[src/rtl/stopwatch_pkg.sv]
// Shared stopwatch definitions: FSM state encodings and the prescaler divide-ratio helper.
package stopwatch_pkg;

  typedef enum logic [1:0] {
    ST_IDLE  = 2'd0,
    ST_RUN   = 2'd1,
    ST_PAUSE = 2'd2
  } state_t;

  function automatic int unsigned calc_div(input int unsigned clk_hz, input int unsigned tick_hz);
    return clk_hz / tick_hz;
  endfunction

endpackage

[src/rtl/btn_debounce.sv]
// Raw button conditioning: 2-FF synchroniser, stable-count debounce, and a
// one-cycle registered pulse on each accepted 0->1 transition.
module btn_debounce #(
  parameter int unsigned DEBOUNCE_CYCLES = 1_000_000
) (
  input  logic Clock,
  input  logic Reset,
  input  logic Button,
  output logic Press
);

  localparam int unsigned CW = $clog2(DEBOUNCE_CYCLES + 1);

  logic          sync1;
  logic          sync2;
  logic          level;
  logic [CW-1:0] cnt;
  logic [CW-1:0] cnt_inc;

  assign cnt_inc = cnt + CW'(1);

  // Level flips only after DEBOUNCE_CYCLES consecutive cycles disagreeing with it.
  always_ff @(posedge Clock or negedge Reset) begin
    if (!Reset) begin
      sync1 <= 1'b0;
      sync2 <= 1'b0;
      level <= 1'b0;
      cnt   <= '0;
      Press <= 1'b0;
    end else begin
      sync1 <= Button;
      sync2 <= sync1;
      Press <= 1'b0;
      if (sync2 == level) begin
        cnt <= '0;
      end else if (cnt_inc == CW'(DEBOUNCE_CYCLES)) begin
        level <= ~level;
        cnt   <= '0;
        Press <= ~level;
      end else begin
        cnt <= cnt_inc;
      end
    end
  end

endmodule

[src/rtl/stopwatch_ctrl.sv]
// Stopwatch control: debounced Start/Stop and Clear drive an IDLE/RUN/PAUSE FSM
// that gates a prescaler producing the counter's Enable tick and ClearCount pulse.
module stopwatch_ctrl
  import stopwatch_pkg::*;
#(
  parameter int unsigned CLK_HZ          = 50_000_000,
  parameter int unsigned TICK_HZ         = 1,
  parameter int unsigned DEBOUNCE_CYCLES = 1_000_000
) (
  input  logic Clock,
  input  logic Reset,
  input  logic StartStop,
  input  logic Clear,
  output logic Enable,
  output logic ClearCount,
  output logic Running
);

  localparam int unsigned DIV = calc_div(CLK_HZ, TICK_HZ);
  localparam int unsigned PW  = $clog2(DIV);

  state_t        state;
  state_t        state_nxt;
  logic          clear_nxt;
  logic          start_press;
  logic          clr_press;
  logic [PW-1:0] pcount;

  btn_debounce #(.DEBOUNCE_CYCLES(DEBOUNCE_CYCLES)) u_start_db (
    .Clock  (Clock),
    .Reset  (Reset),
    .Button (StartStop),
    .Press  (start_press)
  );

  btn_debounce #(.DEBOUNCE_CYCLES(DEBOUNCE_CYCLES)) u_clear_db (
    .Clock  (Clock),
    .Reset  (Reset),
    .Button (Clear),
    .Press  (clr_press)
  );

  // Next state; clear outranks start except in RUN, where clear is ignored.
  always_comb begin
    state_nxt = state;
    clear_nxt = 1'b0;
    case (state)
      ST_IDLE: begin
        if (clr_press) begin
          clear_nxt = 1'b1;
        end else if (start_press) begin
          state_nxt = ST_RUN;
        end
      end
      ST_RUN: begin
        if (start_press) begin
          state_nxt = ST_PAUSE;
        end
      end
      ST_PAUSE: begin
        if (clr_press) begin
          state_nxt = ST_IDLE;
          clear_nxt = 1'b1;
        end else if (start_press) begin
          state_nxt = ST_RUN;
        end
      end
      default: state_nxt = ST_IDLE;
    endcase
  end

  // State, prescaler and registered outputs; PAUSE holds the partial period.
  always_ff @(posedge Clock or negedge Reset) begin
    if (!Reset) begin
      state      <= ST_IDLE;
      pcount     <= '0;
      Enable     <= 1'b0;
      ClearCount <= 1'b0;
      Running    <= 1'b0;
    end else begin
      state      <= state_nxt;
      Running    <= (state_nxt == ST_RUN);
      ClearCount <= clear_nxt;
      Enable     <= 1'b0;
      if (state == ST_RUN) begin
        if (pcount == PW'(DIV - 1)) begin
          pcount <= '0;
          Enable <= 1'b1;
        end else begin
          pcount <= pcount + PW'(1);
        end
      end else if (state_nxt == ST_IDLE) begin
        pcount <= '0;
      end
    end
  end

endmodule
[config.mk]
export PLATFORM = sky130hd
export DESIGN_NAME = stopwatch_ctrl
export DESIGN_NICKNAME = d
export VERILOG_FILES = /design/src/rtl/stopwatch_pkg.sv /design/src/rtl/btn_debounce.sv /design/src/rtl/stopwatch_ctrl.sv
export SDC_FILE = /design/constraint.sdc
export NUM_CORES = 1
export LEC_CHECK = 0
export ABC_AREA = 1
export BUFFER_PORTS_ARGS = -buffer_cell sky130_fd_sc_hd__buf_2
export CAP_MARGIN = 30
export CELL_PAD_IN_SITES_DETAIL_PLACEMENT = 1
export CELL_PAD_IN_SITES_GLOBAL_PLACEMENT = 1
export CORE_MARGIN = 2
export CORE_UTILIZATION = 34
export DETAILED_ROUTE_END_ITERATION = 16
export GPL_TIMING_DRIVEN = 0
export PLACE_DENSITY_LB_ADDON = 0.1
export SYNTH_ARGS = -nofsm -noshare
export SYNTH_HDL_FRONTEND = slang
export SYNTH_HIERARCHICAL = 1
export SYNTH_SLANG_ARGS = --single-unit
[constraint.sdc]
create_clock -name Clock -period 2.5 [get_ports Clock]
set_clock_uncertainty 0.1 [all_clocks]
set_input_delay 0.125 -clock Clock [delete_from_list [all_inputs] [get_ports Clock]]
set_output_delay 0.125 -clock Clock [all_outputs]
set_load 0.05 [all_outputs]
# == Word level (Yosys, flattened, before mapping) ==
# Index checks and enable logic that the tools add are counted.
# totals
ff_bits,79
latch_bits,0
ram_bits,0
rom_bits,0
inputBits,4
wordCells,56
mem_count,0
# classes
addsub,3
multipliers,0
n_div,0
magnitude_cmp,0
n_eq_ne,8
shifts,0
n_mux,20
n_bitwise,4
reduce_logical,6
# op_table
op,n
$mux W20,4
$mux W26,3
$add A20 B1 Y20 const B,2
$eq A20 B20 Y1 const B,2
$add A26 B1 Y26 const B,1
$eq A26 B26 Y1 const B,1
$mux W1,8
$mux W2,4
$pmux W2 S3,1
$eq A2 B1 Y1 const B,2
$logic_not A2 Y1,2
$not A1 Y1,4
$reduce_and A2 Y1,2
$eq A1 B1 Y1,2
$eq A2 B2 Y1 const B,1
$reduce_bool A2 Y1,1
$reduce_or A2 Y1,1

# == Logic depth before layout (Yosys ltp) ==
# logic_depth
depth_word,6
depth_mapped,14

# == Cells and area by module ==
# Netlist, hierarchy kept.
# modules_own_cells
module,n_inst,cells_per_inst,area_each_um2,seq_area_each_um2
btn_debounce,2,215,1507.7,600.6
stopwatch_ctrl,1,259,1819.2,775.7

# == Least setup slack after synthesis ==
# OpenSTA, ideal clock, no wires.
# synth_timing
kind,reg2reg
from,reg u_clear_db.cnt[0]
to,reg u_clear_db.cnt[0]
arrival_time_ns,1.566
required_time_ns,2.268
slack_ns,0.702
path_stages_with_launch,12
path_buffers,0
synth_period_minus_slack_ns,1.798
cell_sequence,dfrtp_1 -> ha_1 -> inv_1 -> nor2_4 -> nand2_4 -> nor2_4 -> xor2_2 -> nand2_1 -> nor2_2 -> nand3_4 -> nand2_1 -> nor2_1
# synth_between
elab_chain_len,4
# synth_lines
item,line,source
start: declaration,btn_debounce.sv:17,logic [CW-1:0] cnt;
start signal: assignment,btn_debounce.sv:41,cnt <= cnt_inc;
$add A20 B1 Y20 *,btn_debounce.sv:20,assign cnt_inc = cnt + CW'(1);
$eq A20 B20 Y1,btn_debounce.sv:36,end else if (cnt_inc == CW'(DEBOUNCE_CYCLES)) begin
$mux W20 *,btn_debounce.sv:36,
$mux W20 *,btn_debounce.sv:34,if (sync2 == level) begin
# Mark *: on every way between the ends. The rest lies on a longest branch, timed or not.
# A chain may end at the register's enable or synchronous reset.

# == Worst setup path after layout ==
# layout_timing
from,reg u_start_db.cnt[0]
to,reg u_start_db.Press
# layout_between
elab_chain_len,4
# layout_lines
item,line,source
start: declaration,btn_debounce.sv:17,
start signal: assignment,btn_debounce.sv:41,
$add A20 B1 Y20,btn_debounce.sv:20,
$eq A20 B20 Y1,btn_debounce.sv:36,
$mux W1,btn_debounce.sv:36,
$mux W1,btn_debounce.sv:34,
end signal: assignment,btn_debounce.sv:39,Press <= ~level;
end: declaration,btn_debounce.sv:9,output logic Press
# Every way passes these cells.

==> summary.txt <==
Outcome - complete, no violations
Max Slew Vio Count - 0
Vias in the first global route - 4572
Vias per inst - 4.83
Grt ovf - 0
Most used cell, CP - nor2_1
DRC viols - 0
Synth cell types - 28
Synth Net Count - 698
Seq pwr share - 46.9%
P_leak - 2.40 nW
Critical path startpoint category - flop
CTS tree - yes
Share of cells above drive strength 1 - 9.65%
RSZ-0062 raised after global routing - no
Yosys warnings - 6
I/O pins - 7
P_sw - 0.000607 W
Cell taking the most area after synthesis - dfrtp_1
Fmax - 447 MHz
Most frequent cell after synthesis - nand2_1
Cell Area, Synth - 4830 um^2
Routed wire per std cell - 14.4 um
Rows - 43
CP arrival - 2.36 ns
Clk pwr share - 50.3%
Syn-to-layout area delta - 13.1%
Sequential share of the synthesized area - 40.9%
Die H - 123 um
Worst endpoint required time - 2.63 ns
First-pass GRT wire length - 22100 um
CTS Buffer Depth - 2
Final Critical Period - 2.24 ns
Core area - 13900 um^2
Chip width - 123 um
Clock transition at path regs - 0.06 ns
Total GRT Usage - 18.8%
Mapped Cells - 689
Critical R2R Launch - u_start_db/cnt[0]
Critical Path Fanout Max - 6
Slowest-stage cell, CP - dfrtp_1
CP Cell Sequence - ha_1 > nand2_1 > nor2_1 > nor2_1 > nor2_1 > nand2_1 > nor2_1 > nand2_1 > nor2_1 > nand3_1 > nor2_1
CTS Sinks - 79
Root buf cell - clkbuf_16
CP max stage delay - 0.44 ns
HPWL Detailed - 9880 um
CP Class - reg -> reg
Depth of the CTS H-tree - 3
I/O Buffers - 6
Drt first-iter violations - 137
PD cells - 507 nW/um^2
#FFs+latches synth - 79
Hold WS - 0.178 ns
Crit path from - u_start_db/cnt[0]
Initial antenna violation count - 0
Dominant cells by area after synthesis - dfrtp_1 (41%), nand2_1 (17%), nor2_1 (11%)
Initial Util - 34.8%
N_diodes - 0
Syn avg cell area - 7.02 um^2
Worst Max-Slew Pin Slew - 0.628 ns
TNS Setup - 0 ns
RD Place Congestion - 0.818
Pin count of the biggest net entering global routing - 47
P_int - 0.00217 W
Hold Violations, Final - 0
Area occupied by multi-input gates - 2540 um^2
Detailed-router iteration count before antenna repair - 4
Synth cell count leaders - nand2_1 (216), nor2_1 (140), dfrtp_1 (79)
Switching Fraction - 21.9%
Via count - 4322
WL final - 12900 um
Worst setup EP type - flop
Synth top area share - 40.9%
Postcts setup bufs - 0
Hold Crit Class - in -> async
CTS buffer count - 9
Die area - 15200 um^2
# fillers - 1778
Maximum VDD drop - 0.240 mV
Clock latency on the worst-skew pair - 0.34 ns
Asr flop ratio synth - 100%
Routed Antenna Nets - 0
Slew headroom - 58.2%
# setup viols final - 0
Gate power share - 2.7%
Storage cell area - 1980 um^2
Post-synth EDFFs - 0
Nets - 719
Max-cap violations - 0
Final period util - 89.6%
Dominant synthesized flop cell - dfrtp_1
through the flow:
step                util [%]  instances  setup slack [ns]  instance area (um^2)  total power [W]
floorplan                  -        689             0.702                  4830          0.00135
global placement        36.7        875             0.311                  5090          0.00139
detailed placement      36.9        876             0.298                  5120          0.00140
CTS                     39.4        895             0.244                  5470          0.00284
global route            39.4        895            0.0393                  5470          0.00288
finish                  39.4        895             0.261                  5470          0.00277
layout by cell type (no fill, tap or decap), types with 3 or more instances in the layout:
cell type,instances
nand2_1,216
nor2_1,140
dfrtp_1,79
inv_1,75
nand3_1,46
nand4_1,21
nor2_4,16
xor2_1,14
nor3_1,12
nor2_2,10
o21ai_0,9
clkbuf_16,9
a21oi_1,8
buf_2,7
nand2_2,6
ha_1,5
o21ai_1,4
clkbuf_1,4
nand3_2,4
xnor2_1,3
clkbuf_8,3
dlygate4sd3_1,3
layer usage:
layer / track usage (%) / wire [um] / vias up
li1: - / - / 2194
met1: 25.6 / 6510 / 2091
met2: 30.8 / 6030 / 25
met3: 2.26 / 183 / 12
met4: 6.96 / 201 / 0
met5: 0 / 0 / -
logic make-up (layout without fill, tap and decap cells):
logic type / after synthesis / after routing / synth area share (%)
buf+inv: 83 / 109 / 6.65
fa+ha+maj: 5 / 5 / 1.29
xor+xnor: 19 / 19 / 3.75
flops: 79 / 79 / 40.9
simple gates: 477 / 477 / 44.5
compound gates: 26 / 26 / 2.92
timing repair:
item	4_1_cts	5_1_grt
endpoints found under the setup margin	0	0
hold endpoints to repair	35	0
hold buffers	3	0
resized for setup	0	0
sequential cells by signal, summed over array words and instances, names as in the netlist:
register          cells
ClearCount            1
u_clear_db/Press      1
u_clear_db/cnt       20
u_start_db/sync2      1
u_clear_db/level      1
Running               1
u_clear_db/sync2      1
state                 2
u_start_db/level      1
pcount               26
u_clear_db/sync1      1
u_start_db/Press      1
u_start_db/cnt       20
u_start_db/sync1      1
Enable                1
cell type report:
cell class / count / area share (%)
plain buffers: 7 / 0.664
clock buffers: 12 / 4.87
clock inverters: 4 / 0.938
inverters: 76 / 5.22
multi-input cells: 527 / 46.4
flip-flops and latches: 79 / 36.2
well taps: 180 / 4.12
repair buffers: 10 / 1.65
power groups by stage:
| stage | clock, W | sequential, W | combinational (W) |
|---|---|---|---|
| finish | 0.00140 | 0.00130 | 0.0000759 |
| global placement | 0 | 0.00132 | 0.0000678 |
| floorplan | 0 | 0.00132 | 0.0000284 |
| detailed placement | 0 | 0.00133 | 0.0000759 |
| CTS | 0.00145 | 0.00130 | 0.0000799 |
| global route | 0.00149 | 0.00130 | 0.0000893 |
worst max-delay path: cells and delay by family (launching register included):
| family | cells | cell delay [ns] |
|---|---|---|
| adder cells (fa/ha/maj) | 1 | 0.22 |
| AND/OR/NAND/NOR | 10 | 1.36 |
| flip-flops | 1 | 0.44 |
worst paths after layout:
path,end,slack (ns),cells after the start
min in group Clock,u_clear_db/sync2,0.25,0
max,u_start_db/Press,0.26,11
max reg2reg,u_start_db/Press,0.26,11
min,u_clear_db/cnt[7],0.18,2
min reg2reg,u_clear_db/sync2,0.25,0
max in group asynchronous,u_start_db/cnt[11],1.52,3
(Power assumes the default switching activity.)
